--- src/rtl/tia_biphase_decoder_pkg.sv ---
// Shared definitions for the TIA biphase receive decoder.
//   biphase_state_e : decoder tracking states (encodings fixed for
//                     compatibility with the transmit-side clock block)
//   NOMINAL_PERIOD  : nominal hphi1/hphi2 period in master-clock cycles
package tia_biphase_decoder_pkg;

    typedef enum logic [1:0] {
        HUNT    = 2'd0,
        WAIT_P2 = 2'd1,
        WAIT_P1 = 2'd2
    } biphase_state_e;

    localparam int unsigned NOMINAL_PERIOD = 4;

endpackage

--- src/rtl/tia_biphase_decoder_if.sv ---
// Bus bundle between a biphase source/bench and the biphase decoder.
//   hphi1, hphi2   : two-phase clock pair, synchronous to the master clock
//   clr_err        : synchronous clear of the sticky error flags
//   p1_stb, p2_stb : single-cycle rising-edge strobes
//   locked         : phase stream trusted
//   cycle_count    : completed phi1->phi2 pairs (modulo 2^CW)
//   err_*          : sticky fault flags
// Modports: master drives the phases, slave is the decoder.
interface tia_biphase_decoder_if #(
    parameter int CW = 8
);
    logic          hphi1;
    logic          hphi2;
    logic          clr_err;
    logic          p1_stb;
    logic          p2_stb;
    logic          locked;
    logic [CW-1:0] cycle_count;
    logic          err_overlap;
    logic          err_order;
    logic          err_timeout;

    modport master (
        output hphi1, hphi2, clr_err,
        input  p1_stb, p2_stb, locked, cycle_count,
               err_overlap, err_order, err_timeout
    );

    modport slave (
        input  hphi1, hphi2, clr_err,
        output p1_stb, p2_stb, locked, cycle_count,
               err_overlap, err_order, err_timeout
    );
endinterface

--- src/rtl/tia_biphase_edge.sv ---
// Rising-edge detector for one biphase phase line.
//   clk, rsynl : master clock, async active-low reset
//   din        : phase input sampled on clk
//   rise       : combinational rise (din high, previous sample low)
//   stb        : registered one-clock strobe of rise
module tia_biphase_edge (
    input  logic clk,
    input  logic rsynl,
    input  logic din,
    output logic rise,
    output logic stb
);
    logic prev_r;
    logic stb_r;

    assign rise = din & ~prev_r;
    assign stb  = stb_r;

    // Previous-sample flop and registered strobe.
    always_ff @(posedge clk or negedge rsynl) begin
        if (!rsynl) begin
            prev_r <= 1'b0;
            stb_r  <= 1'b0;
        end else begin
            prev_r <= din;
            stb_r  <= rise;
        end
    end
endmodule

--- src/rtl/tia_biphase_decoder.sv ---
// Decodes the hphi1/hphi2 two-phase clock into phase strobes, a count of
// valid phi1->phi2 pairs and a lock indication, with sticky overlap,
// ordering and timeout fault flags.
//   clk   : master clock
//   rsynl : asynchronous active-low reset
//   bus   : decoder side of tia_biphase_decoder_if (phases in, status out)
module tia_biphase_decoder
    import tia_biphase_decoder_pkg::*;
#(
    parameter int CW          = 8,
    parameter int TW          = 4,
    parameter int TIMEOUT     = 8,
    parameter int LOCK_CYCLES = 2
) (
    input  logic                  clk,
    input  logic                  rsynl,
    tia_biphase_decoder_if.slave  bus
);
    localparam int GW = $clog2(LOCK_CYCLES + 1);
    // Timeout fires on the edge where the timer would step onto TIMEOUT.
    localparam logic [TW-1:0] TMO_LAST = TW'(TIMEOUT - 1);
    localparam logic [GW-1:0] LOCK_VAL = GW'(LOCK_CYCLES);

    logic rise1_s, rise2_s, overlap_s;

    biphase_state_e state_r, state_s;
    logic [TW-1:0]  timer_r, timer_s;
    logic [GW-1:0]  good_r, good_s;
    logic [CW-1:0]  count_r, count_s;
    logic           ovl_s, ord_s, tmo_s;
    logic           err_overlap_r, err_order_r, err_timeout_r, locked_r;

    tia_biphase_edge u_edge_p1 (
        .clk   (clk),
        .rsynl (rsynl),
        .din   (bus.hphi1),
        .rise  (rise1_s),
        .stb   (bus.p1_stb)
    );

    tia_biphase_edge u_edge_p2 (
        .clk   (clk),
        .rsynl (rsynl),
        .din   (bus.hphi2),
        .rise  (rise2_s),
        .stb   (bus.p2_stb)
    );

    assign overlap_s = bus.hphi1 & bus.hphi2;

    // Next-state, timer, pair counting and fault detection.
    always_comb begin
        state_s = state_r;
        timer_s = timer_r;
        good_s  = good_r;
        count_s = count_r;
        ovl_s   = 1'b0;
        ord_s   = 1'b0;
        tmo_s   = 1'b0;
        if (overlap_s) begin
            // Overlap pre-empts any rise seen on the same edge.
            ovl_s   = 1'b1;
            good_s  = '0;
            state_s = HUNT;
            timer_s = '0;
        end else begin
            case (state_r)
                HUNT: begin
                    timer_s = '0;
                    if (rise1_s) begin
                        state_s = WAIT_P2;
                    end else begin
                        state_s = HUNT;
                    end
                end
                WAIT_P2: begin
                    if (rise2_s) begin
                        count_s = count_r + CW'(1);
                        if (good_r != LOCK_VAL) begin
                            good_s = good_r + GW'(1);
                        end else begin
                            good_s = good_r;
                        end
                        state_s = WAIT_P1;
                        timer_s = '0;
                    end else if (rise1_s) begin
                        // A fresh phi1 restarts the pair.
                        ord_s   = 1'b1;
                        good_s  = '0;
                        timer_s = '0;
                    end else if (timer_r == TMO_LAST) begin
                        tmo_s   = 1'b1;
                        good_s  = '0;
                        state_s = HUNT;
                        timer_s = '0;
                    end else begin
                        timer_s = timer_r + TW'(1);
                    end
                end
                WAIT_P1: begin
                    if (rise1_s) begin
                        state_s = WAIT_P2;
                        timer_s = '0;
                    end else if (rise2_s) begin
                        ord_s   = 1'b1;
                        good_s  = '0;
                        state_s = HUNT;
                        timer_s = '0;
                    end else if (timer_r == TMO_LAST) begin
                        tmo_s   = 1'b1;
                        good_s  = '0;
                        state_s = HUNT;
                        timer_s = '0;
                    end else begin
                        timer_s = timer_r + TW'(1);
                    end
                end
                default: begin
                    state_s = HUNT;
                    timer_s = '0;
                    good_s  = '0;
                end
            endcase
        end
    end

    // State, counters, sticky flags and lock register.
    always_ff @(posedge clk or negedge rsynl) begin
        if (!rsynl) begin
            state_r       <= HUNT;
            timer_r       <= '0;
            good_r        <= '0;
            count_r       <= '0;
            err_overlap_r <= 1'b0;
            err_order_r   <= 1'b0;
            err_timeout_r <= 1'b0;
            locked_r      <= 1'b0;
        end else begin
            state_r       <= state_s;
            timer_r       <= timer_s;
            good_r        <= good_s;
            count_r       <= count_s;
            // A fault on the clearing edge keeps its flag set.
            err_overlap_r <= ovl_s | (err_overlap_r & ~bus.clr_err);
            err_order_r   <= ord_s | (err_order_r   & ~bus.clr_err);
            err_timeout_r <= tmo_s | (err_timeout_r & ~bus.clr_err);
            // Lock follows the registered pair count, so it trails a fault by a clock.
            locked_r      <= (good_r == LOCK_VAL);
        end
    end

    assign bus.locked      = locked_r;
    assign bus.cycle_count = count_r;
    assign bus.err_overlap = err_overlap_r;
    assign bus.err_order   = err_order_r;
    assign bus.err_timeout = err_timeout_r;
endmodule

--- src/flat_wrapper.sv ---
// flat-port wrapper written by rule: the top's interface ports become plain ports
module tia_biphase_decoder_flat import tia_biphase_decoder_pkg::*;
#(
    parameter int CW          = 8,
    parameter int TW          = 4,
    parameter int TIMEOUT     = 8,
    parameter int LOCK_CYCLES = 2
)
  (clk, rsynl, bus_hphi1, bus_hphi2, bus_clr_err, bus_p1_stb, bus_p2_stb, bus_locked, bus_cycle_count, bus_err_overlap, bus_err_order, bus_err_timeout);
  tia_biphase_decoder_if #(.CW(CW)) bus_i ();
  input  logic clk;
  input  logic rsynl;
  input wire logic [$bits(bus_i.hphi1)-1:0] bus_hphi1;
  input wire logic [$bits(bus_i.hphi2)-1:0] bus_hphi2;
  input wire logic [$bits(bus_i.clr_err)-1:0] bus_clr_err;
  output wire logic [$bits(bus_i.p1_stb)-1:0] bus_p1_stb;
  output wire logic [$bits(bus_i.p2_stb)-1:0] bus_p2_stb;
  output wire logic [$bits(bus_i.locked)-1:0] bus_locked;
  output wire logic [$bits(bus_i.cycle_count)-1:0] bus_cycle_count;
  output wire logic [$bits(bus_i.err_overlap)-1:0] bus_err_overlap;
  output wire logic [$bits(bus_i.err_order)-1:0] bus_err_order;
  output wire logic [$bits(bus_i.err_timeout)-1:0] bus_err_timeout;
  assign bus_i.hphi1 = bus_hphi1;
  assign bus_i.hphi2 = bus_hphi2;
  assign bus_i.clr_err = bus_clr_err;
  assign bus_p1_stb = bus_i.p1_stb;
  assign bus_p2_stb = bus_i.p2_stb;
  assign bus_locked = bus_i.locked;
  assign bus_cycle_count = bus_i.cycle_count;
  assign bus_err_overlap = bus_i.err_overlap;
  assign bus_err_order = bus_i.err_order;
  assign bus_err_timeout = bus_i.err_timeout;
  tia_biphase_decoder #(.CW(CW), .TW(TW), .TIMEOUT(TIMEOUT), .LOCK_CYCLES(LOCK_CYCLES)) u_core (.clk(clk), .rsynl(rsynl), .bus(bus_i));
endmodule
--- config.mk ---
export PLATFORM = sky130hd
export DESIGN_NAME = tia_biphase_decoder_flat
export DESIGN_NICKNAME = d
export VERILOG_FILES = /design/src/rtl/tia_biphase_decoder_pkg.sv /design/src/rtl/tia_biphase_decoder_if.sv /design/src/rtl/tia_biphase_edge.sv /design/src/rtl/tia_biphase_decoder.sv /design/src/flat_wrapper.sv
export SDC_FILE = /design/constraint.sdc
export NUM_CORES = 1
export LEC_CHECK = 0
export CORE_ASPECT_RATIO = 0.8
export CORE_MARGIN = 4
export CORE_UTILIZATION = 46
export DETAILED_ROUTE_END_ITERATION = 16
export PLACE_DENSITY = 0.78
export SLEW_MARGIN = 20
export SYNTH_ARGS = -nofsm -noshare
export SYNTH_HDL_FRONTEND = slang
export SYNTH_SLANG_ARGS = --single-unit
--- constraint.sdc ---
create_clock -name clk -period 1.7 [get_ports clk]
set_input_delay 0.17 -clock clk [delete_from_list [all_inputs] [get_ports clk]]
set_output_delay 0.17 -clock clk [all_outputs]
set_load 0.03 [all_outputs]
==> results of run 1 <==
## power by group
| group | total [W] | switching [W] | internal (W) |
|---|---|---|---|
| Clock | 0.000305 | 0.000174 | 0.000131 |
| Combinational | 0.000305 | 0.000163 | 0.000142 |
| Sequential | 0.000649 | 0.0000380 | 0.000611 |
## layout make-up
type	count	area share [%]
clock buffers	4	2.37
flip-flops and latches	24	39.3
multi-input cells	71	33.5
well taps	25	2.05
inverters	11	2.70
repair buffers	35	20.1
## worst max-delay path, cell delays in order, from the launching register on
cell and delay (ps):
dfrtp_1 400, buf_4 150, ha_4 150, and4bb_1 210, and2_4 160, or4_4 470, o211ai_2 70
## metrics by stage
step                      area [sq um]  utilization (%)  instances  setup slack, ps  power (W)
final                             1530             67.9        170             35.4    0.00126
after global routing              1530             67.9        170            -7.47    0.00132
after CTS                         1510             66.9        169             8.97    0.00125
after detailed placement          1470             65.3        165             -116   0.000954
after global placement            1470             65.3        165            -23.2   0.000941
after floorplan                   1150                -        108            -3.69   0.000807
## final timing paths
kind,from,to,slack [ps],cells after the start
setup reg to reg,u_core.state_r[0],u_core.good_r[1],40,6
max in group asynchronous,rsynl,u_core.timer_r[1],1270,2
hold reg to reg,u_core.bus.cycle_count[7],u_core.bus.cycle_count[7],480,1
min in group clk,bus_hphi2,u_core.u_edge_p2.prev_r,380,1
setup / recovery,u_core.state_r[0],u_core.good_r[1],40,6
hold / removal,rsynl,u_core.bus.cycle_count[4],190,2
## routing by layer
layer	routed length [microns]	vias up	part of all wire, %	GRT usage, %
met5	0	-	0	0
met4	28	0	1.1	4.30
met3	107	4	4.3	3.86
met2	1250	26	50	29.3
met1	1090	462	44	20.8
li1	-	445	-	-
## state kept, by name, summed over array words and instances (netlist names), 2 cells and up
signal                  flops
u_core.good_r               2
u_core.timer_r              4
u_core.state_r              2
u_core.bus.cycle_count      8
## placed cells by master (no fill, tap or decap), types with 2 or more instances in the layout
| master | instances |
|---|---|
| o22ai_1 | 2 |
| a21oi_1 | 3 |
| buf_4 | 17 |
| clkdlybuf4s50_1 | 18 |
| nand3_1 | 3 |
| dfrtp_1 | 24 |
| xnor2_1 | 6 |
| nand2_1 | 6 |
| inv_1 | 10 |
| nor2b_1 | 2 |
| nor3_1 | 4 |
| a31oi_1 | 3 |
| ha_1 | 6 |
| or4_4 | 2 |
| clkbuf_4 | 3 |
| nand4_1 | 4 |
| nor2_1 | 10 |
| o21ai_0 | 3 |
| xor2_1 | 2 |
## logic make-up after synthesis
kind of cell	after synthesis
compound gates	16
xor+xnor	8
fa+ha+maj	7
buf+inv	13
flops	24
mux	1
simple gates	39
## what timing repair did
item	CTS	global route
setup endpoints to repair	0	5
buffers inserted	0	1
endpoints found under the hold margin	0	0
gates resized for setup	0	5
==> impl_metrics.json, run 1 <==
{
  "status": "finished clean",
  "slew_violations": 0,
  "synth_edf_count": 0,
  "first_iter_violations": 30,
  "track_usage_pct": 16.7,
  "synth_top_family_by_area": "simple AND/OR/NAND/NOR gates",
  "area_growth_pct": 33.8,
  "finalCriticalPeriod_ps": 1660,
  "diodes": 0,
  "design.core.area_sq_mm": 0.00225,
  "grt_pass1_vias": 949,
  "worst_skew_pair.late_latency_ps": 320,
  "crit_path_start_kind": "register",
  "fmax_mhz": 601,
  "synth_area_leaders": "dfrtp_1, ha_1, xnor2_1",
  "synthMuxAreaShare_pct": 0.986,
  "layout.nets": 158,
  "fin_skew_ps": 12.5,
  "syn_nets": 120,
  "die_h_microns": 52.6,
  "synthArstFlopShare_pct": 100,
  "critPathCaptureType": "register",
  "synth_fa_ha_area_share_pct": 7.67,
  "vias_per_cell": 5.51,
  "die_w_microns": 63.7,
  "synth_xor_area_share_pct": 6.13,
  "synth-seq-cells": 24,
  "critical_path_class": "register to register",
  "seqCellArea_sq_um": 601,
  "max-cap-violations": 0,
  "seq_area_frac_synth_pct": 52.6,
  "synthMostInstantiatedCell": "dfrtp_1",
  "drive_above_1_share_pct": 21.4,
  "fill_cells": 172,
  "syn-mean-instance-area_sq_um": 10.6,
  "yosysWarningCount": 0,
  "port_buffers": 18,
  "cts_tree": "yes",
  "yosys.area.top_type": "dfrtp_1",
  "cts_buffers": 3,
  "cp.required_ps": 1960,
  "vias": 937,
  "synth_top_area_share_pct": 52.6,
  "powerDensity_mw_per_mm2": 824,
  "start_util_pct": 50.7,
  "first_pass_iters": 4,
  "htreeDepth": 1,
  "grt_max_degree": 25,
  "hold_violations": 0,
  "cp_data_arrival_time_ps": 1920,
  "clock_sinks": 24,
  "multi_input_area_sq_um": 512,
  "period_share_pct": 97.9,
  "synthSimpleGateAreaFrac_pct": 18.5,
  "crit_fanout": 4,
  "io_pins": 19,
  "clock_path_buffers": 2,
  "ir_worst_vdd_mv": 0.583,
  "synth_compound_area_share_pct": 9.09,
  "synth_area_sq_mm": 0.00114,
  "drc": 0,
  "synth-main-ff-cell": "dfrtp_1",
  "antenna_found_initial": 0,
  "synthDistinctLibCells": 31,
  "ctsRootBufferMaster": "clkbuf_4",
  "slew_headroom_pct": 73.5,
  "postRouteAntennaNets": 0,
  "synth_cells": 108,
  "hold_ws_ps": 189,
  "p_leak_nw": 0.713,
  "gp_congestion": 0.901,
  "clk_pin_slew_ps": 140,
  "overflow": 0,
  "routed_wirelength_microns": 2480,
  "worstMarginPinSlew_ps": 398,
  "netlist_top_cells_count": "dfrtp_1, inv_1, nor2_1, ha_1",
  "die-area_sq_mm": 0.00335,
  "rows": 15,
  "setup_tns_ps": 0,
  "hp-class": "primary input to asynchronous set/reset pin",
  "dp_hpwl_microns": 1890,
  "wire_per_inst_microns": 14.6,
  "postCtsHoldBufs": 0,
  "setup_violations": 0,
  "grt_pass1_wl_microns": 4310
}
(Power assumes the default switching activity.)
==> run 2, diff against run 1 <==
--- a/config.mk
+++ b/config.mk
@@ -6,11 +6,12 @@
 export NUM_CORES = 1
 export LEC_CHECK = 0
 export CORE_ASPECT_RATIO = 0.8
-export CORE_MARGIN = 4
 export CORE_UTILIZATION = 46
 export DETAILED_ROUTE_END_ITERATION = 16
+export GPL_ROUTABILITY_DRIVEN = 0
 export PLACE_DENSITY = 0.78
 export SLEW_MARGIN = 20
 export SYNTH_ARGS = -nofsm -noshare
 export SYNTH_HDL_FRONTEND = slang
 export SYNTH_SLANG_ARGS = --single-unit
+export TNS_END_PERCENT = 1
==> impl_metrics.json, run 2 (synthesis gave the netlist of run 1 again) <==
{
  "status": "finished clean",
  "layout.nets": 157,
  "vias_per_cell": 5.42,
  "p_leak_nw": 0.738,
  "worst_skew_pair.late_latency_ps": 330,
  "dpl.cell_count": 164,
  "die-area_sq_mm": 0.00269,
  "setup_ws_ps": 66.6,
  "overflow": 0,
  "final_common_cell": "dfrtp_1",
  "r2r_start": "u_core.state_r[1]",
  "port_buffers": 18,
  "critical_path_class": "register to primary output",
  "first_iter_violations": 23,
  "power_switching_w": 0.000379,
  "grt_pass1_vias": 868,
  "die_h_microns": 46.6,
  "clock_path_buffers": 2,
  "track_usage_pct": 20.0,
  "antenna_found_initial": 0,
  "period_share_pct": 96.1,
  "mostFrequentLayoutCells": "dfrtp_1, clkdlybuf4s50_1, buf_4",
  "crit_slowest_cell": "clkdlybuf4s50_1",
  "combPwrFrac_pct": 21.2,
  "crit_fanout": 5,
  "critPathCaptureType": "primary output",
  "clock_sinks": 24,
  "crit_family": "buffers and inverters",
  "crit_path_start_kind": "register",
  "design_area_sq_mm": 0.00154,
  "switching_share_pct": 27.8,
  "cp_num_buf_inv": 1,
  "grt_max_degree": 25,
  "routed_wirelength_microns": 2350,
  "ir_worst_vdd_mv": 0.697,
  "setup_violations": 0,
  "worstPathCellList": "clkdlybuf4s50_1",
  "p_int_w": 0.000983,
  "powerDensity_mw_per_mm2": 884,
  "place_area_sq_mm": 0.00146,
  "finalCriticalPeriod_ps": 1630,
  "report.power.total_w": 0.00136,
  "fmax_mhz": 612,
  "cp.required_ps": 1530,
  "p_clk_share_pct": 30.9,
  "postRouteAntennaNets": 0,
  "wire_per_inst_microns": 13.9,
  "ctsRootBufferMaster": "clkbuf_4",
  "pre_cts_slack_ps": -144,
  "layoutNonFillerInstCount": 169,
  "cp_data_arrival_time_ps": 1460,
  "fill_cells": 180,
  "cts_tree": "yes",
  "drive_above_1_share_pct": 22.2,
  "diodes": 0,
  "hold_violations": 0,
  "rows": 15,
  "start_util_pct": 50.7,
  "worstMarginPinSlew_ps": 325,
  "die_w_microns": 57.7,
  "htreeDepth": 1,
  "dp_hpwl_microns": 1790,
  "slew_headroom_pct": 78.3,
  "area_growth_pct": 34.9,
  "grt_pass1_wl_microns": 3930,
  "vias": 916,
  "startpoint": "u_core.bus.cycle_count[3]",
  "fin_skew_ps": 3.88,
  "slew_violations": 0,
  "hp-class": "primary input to asynchronous set/reset pin",
  "io_pins": 19,
  "hold_ws_ps": 172,
  "seq_power_share_pct": 47.9,
  "clk_pin_slew_ps": 130,
  "cts_buffers": 3,
  "design.core.area_sq_mm": 0.00225,
  "rsz0062_at_grt": "false",
  "largest_register_ffs": 8,
  "max_stage_delay_ps": 700,
  "first_pass_iters": 5,
  "drc": 0,
  "max-cap-violations": 0
}
==> run 2: changes by cell type in the layout (fill, tap and decap cells not counted), sizes merged <==
| cell | previous run | this run |
|---|---|---|
| clkbuf | 4 | 3 |
| dlymetal6s2s | 0 | 2 |
| buf | 17 | 16 |
| bufinv | 0 | 1 |
| clkdlybuf4s50 | 18 | 16 |
==> run 2: worst paths after layout <==
check | end | slack [ps] | depth (start not counted)
worst max register to register | u_core.good_r[1] | 70 | 6
worst min-delay path | u_core.bus.err_order | 170 | 2
worst min register to register | u_core.bus.cycle_count[7] | 480 | 1
max in group asynchronous | u_core.state_r[0] | 1280 | 2
worst max-delay path | bus_cycle_count[3] | 70 | 1
min in group clk | u_core.u_edge_p2.prev_r | 410 | 1
==> run 2: final cells by class <==
type | count | area [sq um] | area share (%)
clock inverter | 1 | 30.0 | 1.95
sequential | 24 | 602 | 39.0
inverter | 11 | 41.3 | 2.68
timing repair buffer | 34 | 305 | 19.8
clock buffer | 3 | 22.5 | 1.46
tap | 25 | 31.3 | 2.03
multi-input combinational | 71 | 509 | 33.0
==> run 2: timing repair <==
item / 4_1_cts / 5_1_grt
endpoints found under the setup margin: 1 / 5
gates cloned: 0 / 0
endpoints found under the hold margin: 0 / 0
gates resized for setup: 1 / 7
pin swaps: 0 / 1
buffers inserted: 0 / 1
hold buffers: 0 / 0
==> run 2: through the flow <==
stage / TNS, ps / utilization [%]
after detailed placement: -310 / 64.9
after CTS: 0 / 67.4
after global routing: 0 / 68.4
after global placement: -179 / 64.9
after floorplan: -3.69 / -
final: 0 / 68.4
==> run 2: power by group through the flow <==
stage | sequential (W) | combinational, W | clock [W]
after global placement | 0.000661 | 0.000278 | 0
after floorplan | 0.000715 | 0.0000912 | 0
final | 0.000652 | 0.000289 | 0.000421
after detailed placement | 0.000663 | 0.000286 | 0
after global routing | 0.000658 | 0.000321 | 0.000457
after CTS | 0.000652 | 0.000288 | 0.000427
==> run 2: per-layer routing <==
metal	GRT usage (%)	up-vias	wire, microns
li1	-	444	-
met1	25.9	439	1160
met2	33.7	26	1060
met3	5.06	7	95
met4	5.71	0	28
met5	0	-	0
